===== config.mk =====
export PLATFORM = sky130hd
export DESIGN_NAME = power_spectrum_flat
export DESIGN_NICKNAME = d
export VERILOG_FILES = /design/src/rtl/power_spectrum_if.sv /design/src/rtl/power_spectrum.sv /design/src/flat_wrapper.sv
export SDC_FILE = /design/constraint.sdc
export NUM_CORES = 1
export LEC_CHECK = 0
export CELL_PAD_IN_SITES_DETAIL_PLACEMENT = 1
export CELL_PAD_IN_SITES_GLOBAL_PLACEMENT = 1
export CORE_UTILIZATION = 50
export CTS_BUF_LIST = sky130_fd_sc_hd__clkbuf_16
export DETAILED_ROUTE_END_ITERATION = 8
export HOLD_SLACK_MARGIN = 0.15
export PLACE_DENSITY = 0.8
export SLEW_MARGIN = 10
export SYNTH_ARGS = -nofsm -noshare
export SYNTH_HDL_FRONTEND = slang
export SYNTH_SLANG_ARGS = --single-unit

===== constraint.sdc =====
create_clock -name clk_i -period 16.5 [get_ports clk_i]
set_input_delay 3.3 -clock clk_i [delete_from_list [all_inputs] [get_ports clk_i]]
set_output_delay 3.3 -clock clk_i [all_outputs]
set_load 0.005 [all_outputs]

===== src/rtl/power_spectrum_if.sv =====
// Stream bundle between the FFT output, the power stage and the mel filterbank.
interface power_spectrum_if #(
  parameter int unsigned I_BW = 16,
  parameter int unsigned O_BW = 32
);
  logic                   en_i;
  logic signed [I_BW-1:0] data_real_i;
  logic signed [I_BW-1:0] data_imag_i;
  logic                   valid_i;
  logic                   last_i;
  logic [O_BW-1:0]        data_o;
  logic                   valid_o;
  logic                   last_o;
  logic                   err_o;

  // Upstream side: drives the FFT bins, observes the power stream.
  modport master (
    output en_i, data_real_i, data_imag_i, valid_i, last_i,
    input  data_o, valid_o, last_o, err_o
  );

  // Power stage side.
  modport slave (
    input  en_i, data_real_i, data_imag_i, valid_i, last_i,
    output data_o, valid_o, last_o, err_o
  );
endinterface


===== src/rtl/power_spectrum.sv =====
// Power spectrum |X[k]|^2 for bins 0..OUT_LEN-1 of a streamed FFT frame,
// two-stage pipeline, mirror half consumed and discarded.
module power_spectrum #(
  parameter int unsigned I_BW    = 16,
  parameter int unsigned O_BW    = 32,
  parameter int unsigned FFT_LEN = 256,
  parameter int unsigned OUT_LEN = 129,
  parameter int unsigned CNT_BW  = 8
) (
  input  logic              clk_i,
  input  logic              rst_i,
  power_spectrum_if.slave   bus
);

  localparam int unsigned SQ_BW  = 2 * I_BW - 1;
  localparam int unsigned SUM_BW = 2 * I_BW;
  localparam logic [CNT_BW-1:0] CNT_MAX  = CNT_BW'(FFT_LEN - 1);
  localparam logic [CNT_BW-1:0] LAST_OUT = CNT_BW'(OUT_LEN - 1);

  logic [CNT_BW-1:0] cnt;
  logic [CNT_BW-1:0] cnt_nxt_c;
  logic              err_set_c;
  logic              accept_c;
  logic              pass_c;
  logic              is_last_out_c;

  logic signed [SQ_BW-1:0] ext_re_c;
  logic signed [SQ_BW-1:0] ext_im_c;
  logic signed [SQ_BW-1:0] prod_re_c;
  logic signed [SQ_BW-1:0] prod_im_c;
  logic [SQ_BW-1:0]        sq_re_c;
  logic [SQ_BW-1:0]        sq_im_c;

  logic              s1_valid;
  logic              s1_last;
  logic [SQ_BW-1:0]  s1_sq_re;
  logic [SQ_BW-1:0]  s1_sq_im;
  logic [SUM_BW-1:0] sum_c;

  // Bin acceptance, pass window and frame-length checking.
  always_comb begin
    accept_c      = bus.valid_i & bus.en_i;
    pass_c        = (cnt <= LAST_OUT);
    is_last_out_c = (cnt == LAST_OUT);
    cnt_nxt_c     = cnt;
    err_set_c     = 1'b0;
    if (accept_c) begin
      if (bus.last_i && (cnt != CNT_MAX)) begin
        // Short frame: restart at bin 0.
        err_set_c = 1'b1;
        cnt_nxt_c = '0;
      end else begin
        // Final bin without last_i flags a long frame but wraps normally.
        err_set_c = (cnt == CNT_MAX) && !bus.last_i;
        cnt_nxt_c = (cnt == CNT_MAX) ? '0 : cnt + CNT_BW'(1);
      end
    end
  end

  // Squares; the operands are sign-extended so the product is exact
  // modulo 2^SQ_BW, and a square never exceeds 2^(2*I_BW-2).
  always_comb begin
    ext_re_c  = SQ_BW'(bus.data_real_i);
    ext_im_c  = SQ_BW'(bus.data_imag_i);
    prod_re_c = ext_re_c * ext_re_c;
    prod_im_c = ext_im_c * ext_im_c;
    sq_re_c   = $unsigned(prod_re_c);
    sq_im_c   = $unsigned(prod_im_c);
    sum_c     = SUM_BW'(s1_sq_re) + SUM_BW'(s1_sq_im);
  end

  // Bin counter and sticky error flag.
  always_ff @(posedge clk_i) begin
    if (rst_i) begin
      cnt       <= '0;
      bus.err_o <= 1'b0;
    end else if (!bus.en_i) begin
      cnt <= '0;
    end else begin
      cnt <= cnt_nxt_c;
      if (err_set_c) begin
        bus.err_o <= 1'b1;
      end
    end
  end

  // Stage 1 control: pass and last-output flags travel with the squares.
  always_ff @(posedge clk_i) begin
    if (rst_i || !bus.en_i) begin
      s1_valid <= 1'b0;
      s1_last  <= 1'b0;
    end else begin
      s1_valid <= accept_c & pass_c;
      s1_last  <= accept_c & is_last_out_c;
    end
  end

  // Stage 1 datapath: squares captured only for accepted bins.
  always_ff @(posedge clk_i) begin
    if (rst_i) begin
      s1_sq_re <= '0;
      s1_sq_im <= '0;
    end else if (accept_c) begin
      s1_sq_re <= sq_re_c;
      s1_sq_im <= sq_im_c;
    end
  end

  // Stage 2: summed power with its valid/last; data holds while idle.
  always_ff @(posedge clk_i) begin
    if (rst_i || !bus.en_i) begin
      bus.data_o  <= '0;
      bus.valid_o <= 1'b0;
      bus.last_o  <= 1'b0;
    end else begin
      bus.valid_o <= s1_valid;
      bus.last_o  <= s1_last;
      if (s1_valid) begin
        bus.data_o <= O_BW'(sum_c);
      end
    end
  end

endmodule


===== src/flat_wrapper.sv =====
// flat-port wrapper written by rule: the top's interface ports become plain ports
module power_spectrum_flat 
#(
  parameter int unsigned I_BW    = 16,
  parameter int unsigned O_BW    = 32,
  parameter int unsigned FFT_LEN = 256,
  parameter int unsigned OUT_LEN = 129,
  parameter int unsigned CNT_BW  = 8
)
  (clk_i, rst_i, bus_en_i, bus_data_real_i, bus_data_imag_i, bus_valid_i, bus_last_i, bus_data_o, bus_valid_o, bus_last_o, bus_err_o);
  power_spectrum_if #(.I_BW(I_BW), .O_BW(O_BW)) bus_i ();
  input  logic clk_i;
  input  logic rst_i;
  input wire logic [$bits(bus_i.en_i)-1:0] bus_en_i;
  input wire logic [$bits(bus_i.data_real_i)-1:0] bus_data_real_i;
  input wire logic [$bits(bus_i.data_imag_i)-1:0] bus_data_imag_i;
  input wire logic [$bits(bus_i.valid_i)-1:0] bus_valid_i;
  input wire logic [$bits(bus_i.last_i)-1:0] bus_last_i;
  output wire logic [$bits(bus_i.data_o)-1:0] bus_data_o;
  output wire logic [$bits(bus_i.valid_o)-1:0] bus_valid_o;
  output wire logic [$bits(bus_i.last_o)-1:0] bus_last_o;
  output wire logic [$bits(bus_i.err_o)-1:0] bus_err_o;
  assign bus_i.en_i = bus_en_i;
  assign bus_i.data_real_i = bus_data_real_i;
  assign bus_i.data_imag_i = bus_data_imag_i;
  assign bus_i.valid_i = bus_valid_i;
  assign bus_i.last_i = bus_last_i;
  assign bus_data_o = bus_i.data_o;
  assign bus_valid_o = bus_i.valid_o;
  assign bus_last_o = bus_i.last_o;
  assign bus_err_o = bus_i.err_o;
  power_spectrum #(.I_BW(I_BW), .O_BW(O_BW), .FFT_LEN(FFT_LEN), .OUT_LEN(OUT_LEN), .CNT_BW(CNT_BW)) u_core (.clk_i(clk_i), .rst_i(rst_i), .bus(bus_i));
endmodule

==> flow_summary.toml <==
[synthesis]
avgSynthCellArea_um2 = 8.89
syn-instance-count = 2503
netlist_area_um2 = 22300
netlist-cell-type-count = 67
synthFlopType = "dfxtp_1"
async_flop_share_pct = 0
synth_edf_count = 0
syn_nets = 3205
ys_seq_elements = 105
yosys_warnings = 0
ys_seq_area_share_pct = 9.44

[timing]
fin_crit_ns = 10.00
final-hold-violation-count = 0
tns_ns = 0
slew_viol_final = 0
fin_worst_skew_ns = 0.0121
setup_violations = 0
fin_crit_sh_pct = 60.6
slew_headroom_pct = 33.9
clock.fmax_ghz = 0.100
rsz0062_at_grt = "false"
worst_pin_slew_ns = 0.988

[clocking]
clock_latency_ns = 0.37
cts_tree = "yes"
h-tree-depth = 3
postCtsSetupRepairBufs = 0
path_clk_slew_ns = 0.09
cts_hold_buffers = 0
clk_path_buf_depth = 2
cts_resized = 0
cts_buffers = 9
root_buffer = "clkbuf_16"
clock_sinks = 105

[floorplan]
start_util_pct = 51.2
rows = 76
core_area_um2 = 43500
fp.dieArea_um2 = 45400
die_h_um = 213
fp.dieW_um = 213
io_pins = 72

[global_route]
grt_pass1_wl_mm = 98.5
gr-total-overflow = 0
grt_pass1_vias = 19418
grt_max_degree = 67
grt_usage_pct = 28.0
grt_antenna_before_repair = 0

[min_path]
hold_path_end = "u_core.bus.last_o"
whs_path_depth = 1
hold_class = "reg2reg"
min_from = "u_core.s1_last"

[worst_setup_path]
critPathRequiredTime_ns = 16.74
setup.worst_path.end_class = "flop"
r2r_slack_ns = 13.45
worstReg2RegEnd = "u_core.bus.data_o[30]"
critical_path.max_fanout = 18
r2r_start = "u_core.s1_sq_im[3]"
path_class = "in2reg"
reg2regPathDepth = 9
start_kind = "input port"
cp.arrival_ns = 10.25

[finish]
fin_util_pct = 54.8
area_growth_syn_to_layout_pct = 7.07
multi_input_area_um2 = 17500
nNetsFinal = 3228
final_cell_mix = "645 x inv_1, 460 x fa_1, 255 x nand2_1"
drive_gt1_share_pct = 2.21
num_antenna_cells = 0
mostFrequentLayoutCell = "inv_1"
fillers = 5111
regArea_um2 = 2100

[placed_design]
dpl.hpwl_mm = 51.1
io_buffers = 71
gp_congestion = 0.895

[routing]
drtIter0Drc = 733
antenna_left = 0
vias = 16808
drc = 0
routed_wl_mm = 59.9
firstDrtPassIters = 5
wl_per_cell_um = 19.2
viasPerCell = 5.39

[flow_run]
maxCapViolCount = 0

[status]
run_status = "complete, no violations"
-- per-layer routing --
layer	global-route usage (%)	routed length, um	vias to the layer above
met5	0	0	-
met4	6.10	1150	0
met3	2.03	1790	91
met2	52.8	32100	336
met1	34.7	24800	8753
li1	-	-	7628
-- sequential cells by signal, indices dropped and copies added (netlist names), 8 cells and up --
register and flops:
u_core.s1_sq_im 30, u_core.bus.data_o 32, u_core.cnt 8, u_core.s1_sq_re 30
-- critical path, stage by stage --
cell and delay [ns]:
clkdlybuf4s50_1 0.91, inv_1 0.44, nor2_1 0.33, fa_1 0.56, fa_1 0.77, inv_1 0.20, fa_1 0.50, fa_1 0.55
inv_1 0.05, fa_1 0.49, fa_1 0.41, ha_1 0.37, a21oi_1 0.16, o21ai_0 0.15, or3_1 0.38, o221ai_1 0.27
a21boi_0 0.17, xnor2_1 0.15, o21ai_0 0.08
-- cell usage after synthesis (all sizes together) (2+ instances only) --
cell | number | area share [%]
xnor2 | 67 | 2.6
a21oi | 108 | 2.5
o21a | 7 | 0.24
nor4b | 2 | 0.079
mux2 | 2 | 0.10
a311o | 2 | 0.090
a31oi | 13 | 0.37
ha | 205 | 12
a211o | 5 | 0.20
o31ai | 6 | 0.22
nand3b | 8 | 0.27
o21ai | 66 | 1.5
mux2i | 21 | 0.94
nand2b | 9 | 0.25
a22o | 2 | 0.079
fa | 460 | 41
nor4 | 6 | 0.17
nor2 | 150 | 2.5
o221ai | 3 | 0.12
inv | 645 | 11
nand2 | 256 | 4.3
a21boi | 5 | 0.17
xor2 | 36 | 1.4
nor3 | 16 | 0.36
a2111o | 3 | 0.15
a31o | 6 | 0.24
o211ai | 6 | 0.20
buf | 8 | 0.15
o21bai | 10 | 0.34
nand4 | 4 | 0.11
dfxtp | 105 | 9.4
nand3 | 18 | 0.40
clkinv | 6 | 0.10
and2 | 72 | 2.0
a21o | 21 | 0.71
or3 | 5 | 0.14
or2 | 7 | 0.20
o31a | 3 | 0.12
nor2b | 7 | 0.20
a211oi | 20 | 0.72
and4 | 4 | 0.16
nor3b | 5 | 0.17
o41ai | 2 | 0.079
clkbuf | 62 | 1.0
and3 | 15 | 0.42
-- cell families after synthesis --
family	count (synthesis)	synth area share, %
simple gates	587	11.9
xor+xnor	103	4.05
mux	23	1.05
compound gates	299	8.48
buf+inv	721	12.2
fa+ha+maj	665	52.9
flops	105	9.44
-- stage by stage --
stage | instances | cell area, um2 | setup slack (ns) | hold slack (ns)
2_1_floorplan | 2503 | 22300 | 7.41 | 0.406
3_3_place_gp | 3100 | 23500 | 6.39 | 0.430
3_5_place_dp | 3100 | 23500 | 6.07 | 0.423
4_1_cts | 3116 | 23800 | 6.47 | 0.443
5_1_grt | 3116 | 23800 | 6.09 | 0.458
6_report | 3116 | 23800 | 6.50 | 0.440
-- worst max path at each step --
stage	from	to	depth (start not counted)
final	bus_data_real_i[15]	u_core.s1_sq_re[28]	19
after CTS	bus_data_real_i[15]	u_core.s1_sq_re[28]	19
after global routing	bus_data_real_i[15]	u_core.s1_sq_re[30]	19
after floorplan	bus_data_imag_i[5]	u_core.s1_sq_im[29]	21
after detailed placement	bus_data_real_i[15]	u_core.s1_sq_re[28]	19
after global placement	bus_data_imag_i[15]	u_core.s1_sq_im[29]	21
-- layout make-up --
| class | count | share of cell area [%] |
|---|---|---|
| multi-input cells | 1677 | 73.2 |
| inverters | 651 | 10.3 |
| flip-flops and latches | 105 | 8.82 |
| repair buffers | 82 | 3.31 |
| well taps | 585 | 3.07 |
| clock buffers | 9 | 0.945 |
| clock inverters | 7 | 0.378 |
Power is not shown: default switching activity piles up to over one toggle a cycle in this logic, so the estimate is an artifact.
